File: src/rtl/hub75_frame_scanner.sv
// HUB75 panel scanner: reads paired upper/lower framebuffer words and drives the
// panel with binary code modulation, one bit plane per SHIFT/LATCH/DISPLAY pass.
module hub75_frame_scanner #(
    parameter int NUM_BLOCK_ROWS = 16,
    parameter int NUM_PIXELS     = 128,
    parameter int LOG_POWER_MOD  = 4,
    parameter int BASE_ON_CYCLES = 8,
    localparam int LOG_ROWS      = $clog2(NUM_BLOCK_ROWS),
    localparam int ADDRESS_SIZE  = $clog2(NUM_BLOCK_ROWS * NUM_PIXELS),
    localparam int PIXEL_SIZE    = 3 * LOG_POWER_MOD
) (
    input  logic                    clk_in,
    input  logic                    rst_n_in,
    input  logic                    enable_in,
    output logic [ADDRESS_SIZE-1:0] read_address,
    input  logic [PIXEL_SIZE-1:0]   upper_read_data,
    input  logic [PIXEL_SIZE-1:0]   lower_read_data,
    output logic                    hub_r1,
    output logic                    hub_g1,
    output logic                    hub_b1,
    output logic                    hub_r2,
    output logic                    hub_g2,
    output logic                    hub_b2,
    output logic                    hub_clk,
    output logic                    hub_lat,
    output logic                    hub_oe_n,
    output logic [LOG_ROWS-1:0]     hub_addr,
    output logic                    frame_done
);

    localparam int COL_W   = $clog2(NUM_PIXELS) + 1;
    localparam int PLANE_W = (LOG_POWER_MOD > 1) ? $clog2(LOG_POWER_MOD) : 1;
    localparam int DISP_W  = $clog2((BASE_ON_CYCLES << (LOG_POWER_MOD - 1)) + 1);

    localparam logic [1:0] S_IDLE    = 2'd0;
    localparam logic [1:0] S_SHIFT   = 2'd1;
    localparam logic [1:0] S_LATCH   = 2'd2;
    localparam logic [1:0] S_DISPLAY = 2'd3;

    logic [1:0]              state_q, state_d;
    logic [COL_W-1:0]        col_q, col_d;
    logic                    phase_q, phase_d;
    logic [DISP_W-1:0]       disp_q, disp_d;
    logic [LOG_ROWS-1:0]     row_q, row_d;
    logic [PLANE_W-1:0]      plane_q, plane_d;
    logic                    done_d;
    logic [DISP_W-1:0]       on_len_s;
    logic                    fetch_s;
    logic                    capture_s;
    logic [ADDRESS_SIZE-1:0] addr_d;

    logic [ADDRESS_SIZE-1:0] read_address_q;
    logic [2:0]              upper_rgb_q, lower_rgb_q;
    logic                    hub_clk_q, hub_lat_q, hub_oe_n_q, frame_done_q;
    logic [LOG_ROWS-1:0]     hub_addr_q;

    function automatic logic [2:0] plane_bits(input logic [PIXEL_SIZE-1:0] word,
                                              input logic [PLANE_W-1:0]    plane);
        logic [LOG_POWER_MOD-1:0] r_f, g_f, b_f;
        r_f = word[3*LOG_POWER_MOD-1:2*LOG_POWER_MOD];
        g_f = word[2*LOG_POWER_MOD-1:LOG_POWER_MOD];
        b_f = word[LOG_POWER_MOD-1:0];
        return {r_f[plane], g_f[plane], b_f[plane]};
    endfunction

    assign on_len_s = DISP_W'(BASE_ON_CYCLES) << plane_q;

    // Scan sequencer: one SHIFT cycle is indexed as 2*col + phase.
    always_comb begin
        state_d = state_q;
        col_d   = col_q;
        phase_d = phase_q;
        disp_d  = disp_q;
        row_d   = row_q;
        plane_d = plane_q;
        done_d  = 1'b0;
        case (state_q)
            S_IDLE: begin
                if (enable_in) begin
                    state_d = S_SHIFT;
                    col_d   = COL_W'(0);
                    phase_d = 1'b0;
                    row_d   = LOG_ROWS'(0);
                    plane_d = PLANE_W'(0);
                end else begin
                    state_d = S_IDLE;
                end
            end
            S_SHIFT: begin
                if ((col_q == COL_W'(NUM_PIXELS)) && phase_q) begin
                    state_d = S_LATCH;
                end else begin
                    phase_d = ~phase_q;
                    col_d   = phase_q ? (col_q + COL_W'(1)) : col_q;
                end
            end
            S_LATCH: begin
                state_d = S_DISPLAY;
                disp_d  = DISP_W'(0);
            end
            S_DISPLAY: begin
                if (disp_q == (on_len_s - DISP_W'(1))) begin
                    col_d   = COL_W'(0);
                    phase_d = 1'b0;
                    if (plane_q != PLANE_W'(LOG_POWER_MOD - 1)) begin
                        plane_d = plane_q + PLANE_W'(1);
                        state_d = S_SHIFT;
                    end else if (row_q != LOG_ROWS'(NUM_BLOCK_ROWS - 1)) begin
                        row_d   = row_q + LOG_ROWS'(1);
                        plane_d = PLANE_W'(0);
                        state_d = S_SHIFT;
                    end else begin
                        row_d   = LOG_ROWS'(0);
                        plane_d = PLANE_W'(0);
                        done_d  = 1'b1;
                        state_d = enable_in ? S_SHIFT : S_IDLE;
                    end
                end else begin
                    disp_d = disp_q + DISP_W'(1);
                end
            end
            default: begin
                state_d = S_IDLE;
            end
        endcase
    end

    // Address for the next cycle, and whether the word arriving now belongs to a column.
    always_comb begin
        fetch_s   = (state_d == S_SHIFT) && !phase_d && (col_d < COL_W'(NUM_PIXELS));
        capture_s = (state_q == S_SHIFT) && phase_q && (col_q < COL_W'(NUM_PIXELS));
        if (fetch_s) begin
            addr_d = ADDRESS_SIZE'(row_d) * ADDRESS_SIZE'(NUM_PIXELS) + ADDRESS_SIZE'(col_d);
        end else begin
            addr_d = read_address_q;
        end
    end

    // Sequencer state registers.
    always_ff @(posedge clk_in or negedge rst_n_in) begin
        if (!rst_n_in) begin
            state_q <= S_IDLE;
            col_q   <= COL_W'(0);
            phase_q <= 1'b0;
            disp_q  <= DISP_W'(0);
            row_q   <= LOG_ROWS'(0);
            plane_q <= PLANE_W'(0);
        end else begin
            state_q <= state_d;
            col_q   <= col_d;
            phase_q <= phase_d;
            disp_q  <= disp_d;
            row_q   <= row_d;
            plane_q <= plane_d;
        end
    end

    // Panel pins are derived from next-state so every pin is a flop output.
    always_ff @(posedge clk_in or negedge rst_n_in) begin
        if (!rst_n_in) begin
            read_address_q <= ADDRESS_SIZE'(0);
            upper_rgb_q    <= 3'b000;
            lower_rgb_q    <= 3'b000;
            hub_clk_q      <= 1'b0;
            hub_lat_q      <= 1'b0;
            hub_oe_n_q     <= 1'b1;
            hub_addr_q     <= LOG_ROWS'(0);
            frame_done_q   <= 1'b0;
        end else begin
            read_address_q <= addr_d;
            if (capture_s) begin
                upper_rgb_q <= plane_bits(upper_read_data, plane_q);
                lower_rgb_q <= plane_bits(lower_read_data, plane_q);
            end
            hub_clk_q  <= (state_d == S_SHIFT) && phase_d && (col_d != COL_W'(0));
            hub_lat_q  <= (state_d == S_LATCH);
            hub_oe_n_q <= (state_d != S_DISPLAY);
            if (state_d == S_LATCH) begin
                hub_addr_q <= row_d;
            end
            frame_done_q <= done_d;
        end
    end

    assign read_address = read_address_q;
    assign {hub_r1, hub_g1, hub_b1} = upper_rgb_q;
    assign {hub_r2, hub_g2, hub_b2} = lower_rgb_q;
    assign hub_clk    = hub_clk_q;
    assign hub_lat    = hub_lat_q;
    assign hub_oe_n   = hub_oe_n_q;
    assign hub_addr   = hub_addr_q;
    assign frame_done = frame_done_q;

endmodule
File: config.mk
export PLATFORM = sky130hd
export DESIGN_NAME = hub75_frame_scanner
export DESIGN_NICKNAME = d
export VERILOG_FILES = /design/src/rtl/hub75_frame_scanner.sv
export SDC_FILE = /design/constraint.sdc
export NUM_CORES = 1
export LEC_CHECK = 0
export BUFFER_PORTS_ARGS = -buffer_cell sky130_fd_sc_hd__buf_2
export CAP_MARGIN = 30
export CORE_ASPECT_RATIO = 1.1
export CORE_MARGIN = 1
export CORE_UTILIZATION = 56
export DETAILED_ROUTE_END_ITERATION = 8
export GPL_TIMING_DRIVEN = 0
export PLACE_DENSITY = 0.87
export SYNTH_ARGS = -nofsm -noshare
export SYNTH_HDL_FRONTEND = slang
export SYNTH_SLANG_ARGS = --single-unit
File: constraint.sdc
create_clock -name clk_in -period 3.6 [get_ports clk_in]
set_input_delay 0.9 -clock clk_in [delete_from_list [all_inputs] [get_ports clk_in]]
set_output_delay 0.9 -clock clk_in [all_outputs]
set_load 0.05 [all_outputs]
; After elaboration in Yosys (flattened, before gate mapping)
; Cells that the tools add are included.
[totals]
reg_bits = 49
output_inout_bits = 25
[op_classes]
addsub = 6
n_lt_le_gt_ge = 3
n_eq_ne = 13
shift = 1
n_mux = 42
bitwise = 1
reduce_logical = 14
[op_table]
columns = op, n
row1 = $mux W8, 4
row2 = $pmux W8 S3, 1
row3 = $lt A8 B8 Y1 const B, 2
row4 = $mux W4, 4
row5 = $mux W1, 14
row6 = $mux W2, 7
row7 = $pmux W7 S2, 1
row8 = $bmux W1 S2, 6
row9 = $add A11 B8 Y11, 1
row10 = $ne A2 B2 Y1 const B, 5
row11 = $add A8 B1 Y8 const B, 1
row12 = $eq A8 B8 Y1 const B, 1
row13 = $pmux W2 S4, 1
row14 = $pmux W4 S2, 1
row15 = $reduce_bool A8 Y1, 1
row16 = $add A7 B1 Y7 const B, 1
row17 = $eq A7 B7 Y1, 1
row18 = $logic_and A1 B1 Y1, 7
row19 = $mux W7, 1
row20 = $shl A4 B2 Y7 const A, 1
row21 = $sub A7 B1 Y7 const B, 1
row22 = $eq A2 B2 Y1 const B, 3
row23 = $add A4 B1 Y4 const B, 1
row24 = $eq A2 B1 Y1 const B, 2
row25 = other kinds (11), 12

; Longest topological paths before layout
[logic_depth]
depth_word = 8
ltp_mapped = 12
mapped_depth_nobuf = 11

; Least setup slack after synthesis
; No wires, ideal clock.
[synth_path]
path_type = reg-to-reg
start = reg plane_q[1]
end = reg read_address_q[9], in the netlist read_address[9]
arrival_ns = 3.155
required_time_ns = 3.475
slack_ns = 0.320
stages_incl_launch_ff = 13
path_buffers = 1
synth_period_minus_slack_ns = 3.280
path_cell_list = dfrtp_1 -> clkbuf_1 -> inv_1 -> ha_1 -> xnor2_1 -> mux2_2 -> nor4b_1 -> mux2i_1 -> o21ai_0 -> ha_1 -> ha_1 -> xor2_1 -> mux2_4
[synth_between]
word_cells_on_any_way = 20
[synth_rtl]
columns = item, line
row1 = "start, declared", 45  ; logic [PLANE_W-1:0] plane_q, plane_d;
row2 = "start signal, assigned", 154  ; plane_q <= plane_d;
row3 = $shl A4 B2 Y7, 66  ; assign on_len_s = DISP_W'(BASE_ON_CYCLES) << plane_q;
row4 = $sub A7 B1 Y7, 102  ; if (disp_q == (on_len_s - DISP_W'(1))) begin
row5 = $eq A7 B7 Y1, 102
row6 = $mux W4 *, 102
row7 = $pmux W4 S2 *, 77  ; case (state_q)
row8 = via row_d[0], 44  ; logic [LOG_ROWS-1:0] row_q, row_d;
row9 = $add A11 B8 Y11 *, 133  ; addr_d = ADDRESS_SIZE'(row_d) * ADDRESS_SIZE'(NUM_PIXELS) + ADDRESS_SIZE'(col_d);
row10 = "end signal, assigned", 170  ; read_address_q <= addr_d;
row11 = "end, declared", 52  ; logic [ADDRESS_SIZE-1:0] read_address_q;
; Mark *: on every way through the listed nets, which the timed path passes. The rest lies on a longest branch.
; A chain may end at the register's enable or synchronous reset.

; Worst setup path after layout
[layout_path]
start = reg plane_q[1]
end = reg read_address_q[10], in the netlist read_address[10]
[layout_between]
elab_chain_cells = 8
word_cells_on_any_way = 20
[layout_rtl]
columns = item
row1 = "parallel branches: the longest is 8 deep, another holds $add A11 B8 Y11"
; Parallel ways; which one is timed is not known.

==> results.cfg <==
[status]
status = completed

[clock_network]
postCtsSetupRepairBufs = 0
insertion_delay_ns = 0.30
cts_buffers = 5
clk_pin_slew_ns = 0.09
htreeDepth = 2
cts_root_buffer = clkbuf_8
cts_tree = built
cts_max_path_buffers = 2
ctsHoldBuffers = 0
numClockSinks = 49

[setup_path]
crit_arrival_ns = 3.60
cp-startpoint = plane_q[1]
start_kind = flop
cp_data_required_time_ns = 3.79
r2r_slack_ns = 0.19
path_cells = ha_1, buf_6, xor3_1, or3_4, o21ai_4, a31oi_1, or4_4, buf_6, o31ai_1
r2r_start = plane_q[1]
worstSetupEndpointType = flop
worst_path_max_delay_cell = or4_4
crit_fanout = 11
rr_worst_depth = 9
critPathMaxStageDelay_ns = 0.55
worstReg2RegEnd = read_address[10]
crit_type = reg2reg
path_common_cell = buf_6

[worst_hold_path]
hp-class = reg2reg
hold_depth = 1
hold_end = read_address[2]
worstHoldStart = read_address[2]

[floorplan]
ios = 52
dieArea_um2 = 5710
die_y_um = 79.2
row_count = 27
die_w_um = 72.2
initial_core_util_pct = 59.5
core_area_um2 = 5100

[cells_and_area]
nFillCells = 392
final_cell_mix = 51 x buf_2, 47 x dfrtp_1, 20 x nand2_1
nets = 387
finish.instance_area_um2 = 3510
multi_input_area_um2 = 1710
final_common_cell = buf_2
drive_above_1_share_pct = 30.6
diodes = 0
area_growth_pct = 15.6
final-seq-area_um2 = 1230

[placed_design]
place_area_um2 = 3400
gp_congestion = 0.894
numPortBuffers = 51
place_ws_ns = -0.250
hpwl_mm = 5.22

[flow_run]
maxCapViolations = 0

[sta]
setup_slack_ns = 0.187
tightest_slew_ns = 0.736
setup-violations-final = 0
maxSlewHeadroom_pct = 50.7
finalCriticalPeriod_ns = 3.41
finalCritPeriodShare_pct = 94.8
grt_setup_unrepaired = false
max_freq_mhz = 293
tns_ns = 0
finClkSkew_ns = 0.00713
finalHoldViolCount = 0
final_max_slew_viol_count = 0

[drt]
wl_per_cell_um = 16.7
drt_iter0_drc = 164
drc_errors = 0
viasPerCell = 6.23
vias = 2603
drt-total-wl_mm = 6.99
drtPass1Iterations = 5
postRouteAntennaNets = 0

[yosys]
yosysTopAreaCellShare_pct = 39.6
synthCells = 288
synth_top_cell_by_area = dfrtp_1
synthArstFlopShare_pct = 100
synthFlopType = dfrtp_1
avgSynthCellArea_um2 = 10.5
synth_fp_nets = 329
synthTopCellsByArea = dfrtp_1 40%, ha_1 5.8%, mux2_4 4.5%
synthesis.area_um2 = 3030
seq_area_frac_synth_pct = 40.5
ys_seq_elements = 49
yosysUniqueCellTypes = 64
synth-edff-count = 0
yosysWarningCount = 0

[global_route]
grt_pass1_wl_mm = 11.3
grt_pass1_vias = 2415
grt-ovfl-total = 0
track_usage_pct = 25.5
antenna_found_initial = 0
grt_max_degree = 31

[power_and_ir_drop]
ir_drop_mv = 0.226
p_per_area_nw_per_um2 = 281
power.leakage_nw = 1.66
-- what timing repair did --
action	4_1_cts	5_1_grt
cloned	0	0
endpoints found under the setup margin	4	3
gates resized for setup	2	2
-- routing by layer --
metal / routed length (um) / track usage, % / vias up
li1: - / - / 1207
met4: 78 / 9.22 / 0
met1: 3070 / 34.1 / 1279
met3: 432 / 4.82 / 8
met2: 3420 / 41.1 / 109
met5: 0 / 0 / -
-- cells in the mapped netlist, drive strengths merged, types with 2 or more instances --
master and instances:
o211ai 3, ha 14, a31o 3, mux2 21, xor2 4, o21a 3, o311ai 2, or4 3
inv 10, nor2b 3, o21ai 20, a221o 2, nand3 13, o31ai 4, o41ai 2, or2 3
a311oi 2, nor2 13, or3 3, dfrtp 48, and3 3, nand2b 5, a21oi 10, nand2 20
a31oi 10, clkbuf 9, nand4 7, mux2i 3, buf 4, nor3 10, mux4 6, a21boi 2
nor4b 2
-- cell type report --
class                      count  area share [%]
tap                           72            2.57
timing repair buffer          52            7.85
sequential                    49            35.0
clock inverter                 2           0.999
clock buffer                   5            1.96
inverter                      10            1.07
multi-input combinational    216            48.8
buffer                        12            1.75
-- report_power, final --
part           leakage (nW)  internal [mW]  switching, mW
clock                0.0540          0.202          0.178
combinational         0.976         0.0211         0.0301
sequential            0.625          0.553        0.00141
total                  1.66          0.776          0.209
-- worst max-delay path, delay by kind of cell, from the launching register on --
kind / cells / cell delay [ns]
AO/OA/AOI/OAI: 3 / 0.76
XOR/XNOR: 1 / 0.49
adder cells (fa/ha/maj): 1 / 0.21
buffers and inverters: 2 / 0.32
flip-flops: 1 / 0.50
AND/OR/NAND/NOR: 2 / 1.01
-- through the flow --
stage / hold WS, ns / utilization, % / power, mW / std cells
floorplan: 0.476 / - / 0.586 / 288
global placement: 0.483 / 66.2 / 0.614 / 411
detailed placement: 0.488 / 66.6 / 0.618 / 412
CTS: 0.510 / 68.6 / 0.994 / 418
global route: 0.523 / 68.8 / 1.02 / 418
finish: 0.508 / 68.8 / 0.985 / 418
-- kinds of logic after synthesis --
logic type,Yosys count,share of synthesized area [%]
compound gates,73,17.1
xor+xnor,6,2.23
flops,49,40.5
mux,30,14.4
buf+inv,23,3.34
simple gates,93,16.7
fa+ha+maj,14,5.78
-- worst max path at each step --
stage | endpoint | slack (ns) | cells after the start
global placement | read_address[9] | -0.09 | 12
global route | read_address[9] | 0.05 | 12
floorplan | read_address[9] | 0.32 | 12
detailed placement | read_address[9] | -0.25 | 12
finish | read_address[10] | 0.19 | 9
CTS | read_address[9] | 0.04 | 11
-- sequential cells by signal, indices dropped and copies added, names as in the netlist --
register      flops
read_address     11
col_q             8
disp_q            7
hub_addr          4
row_q             4
lower_rgb_q       3
upper_rgb_q       3
plane_q           2
state_q           2
frame_done        1
hub_clk           1
hub_lat           1
hub_oe_n          1
phase_q           1
Power figures use the tool's default switching activity.
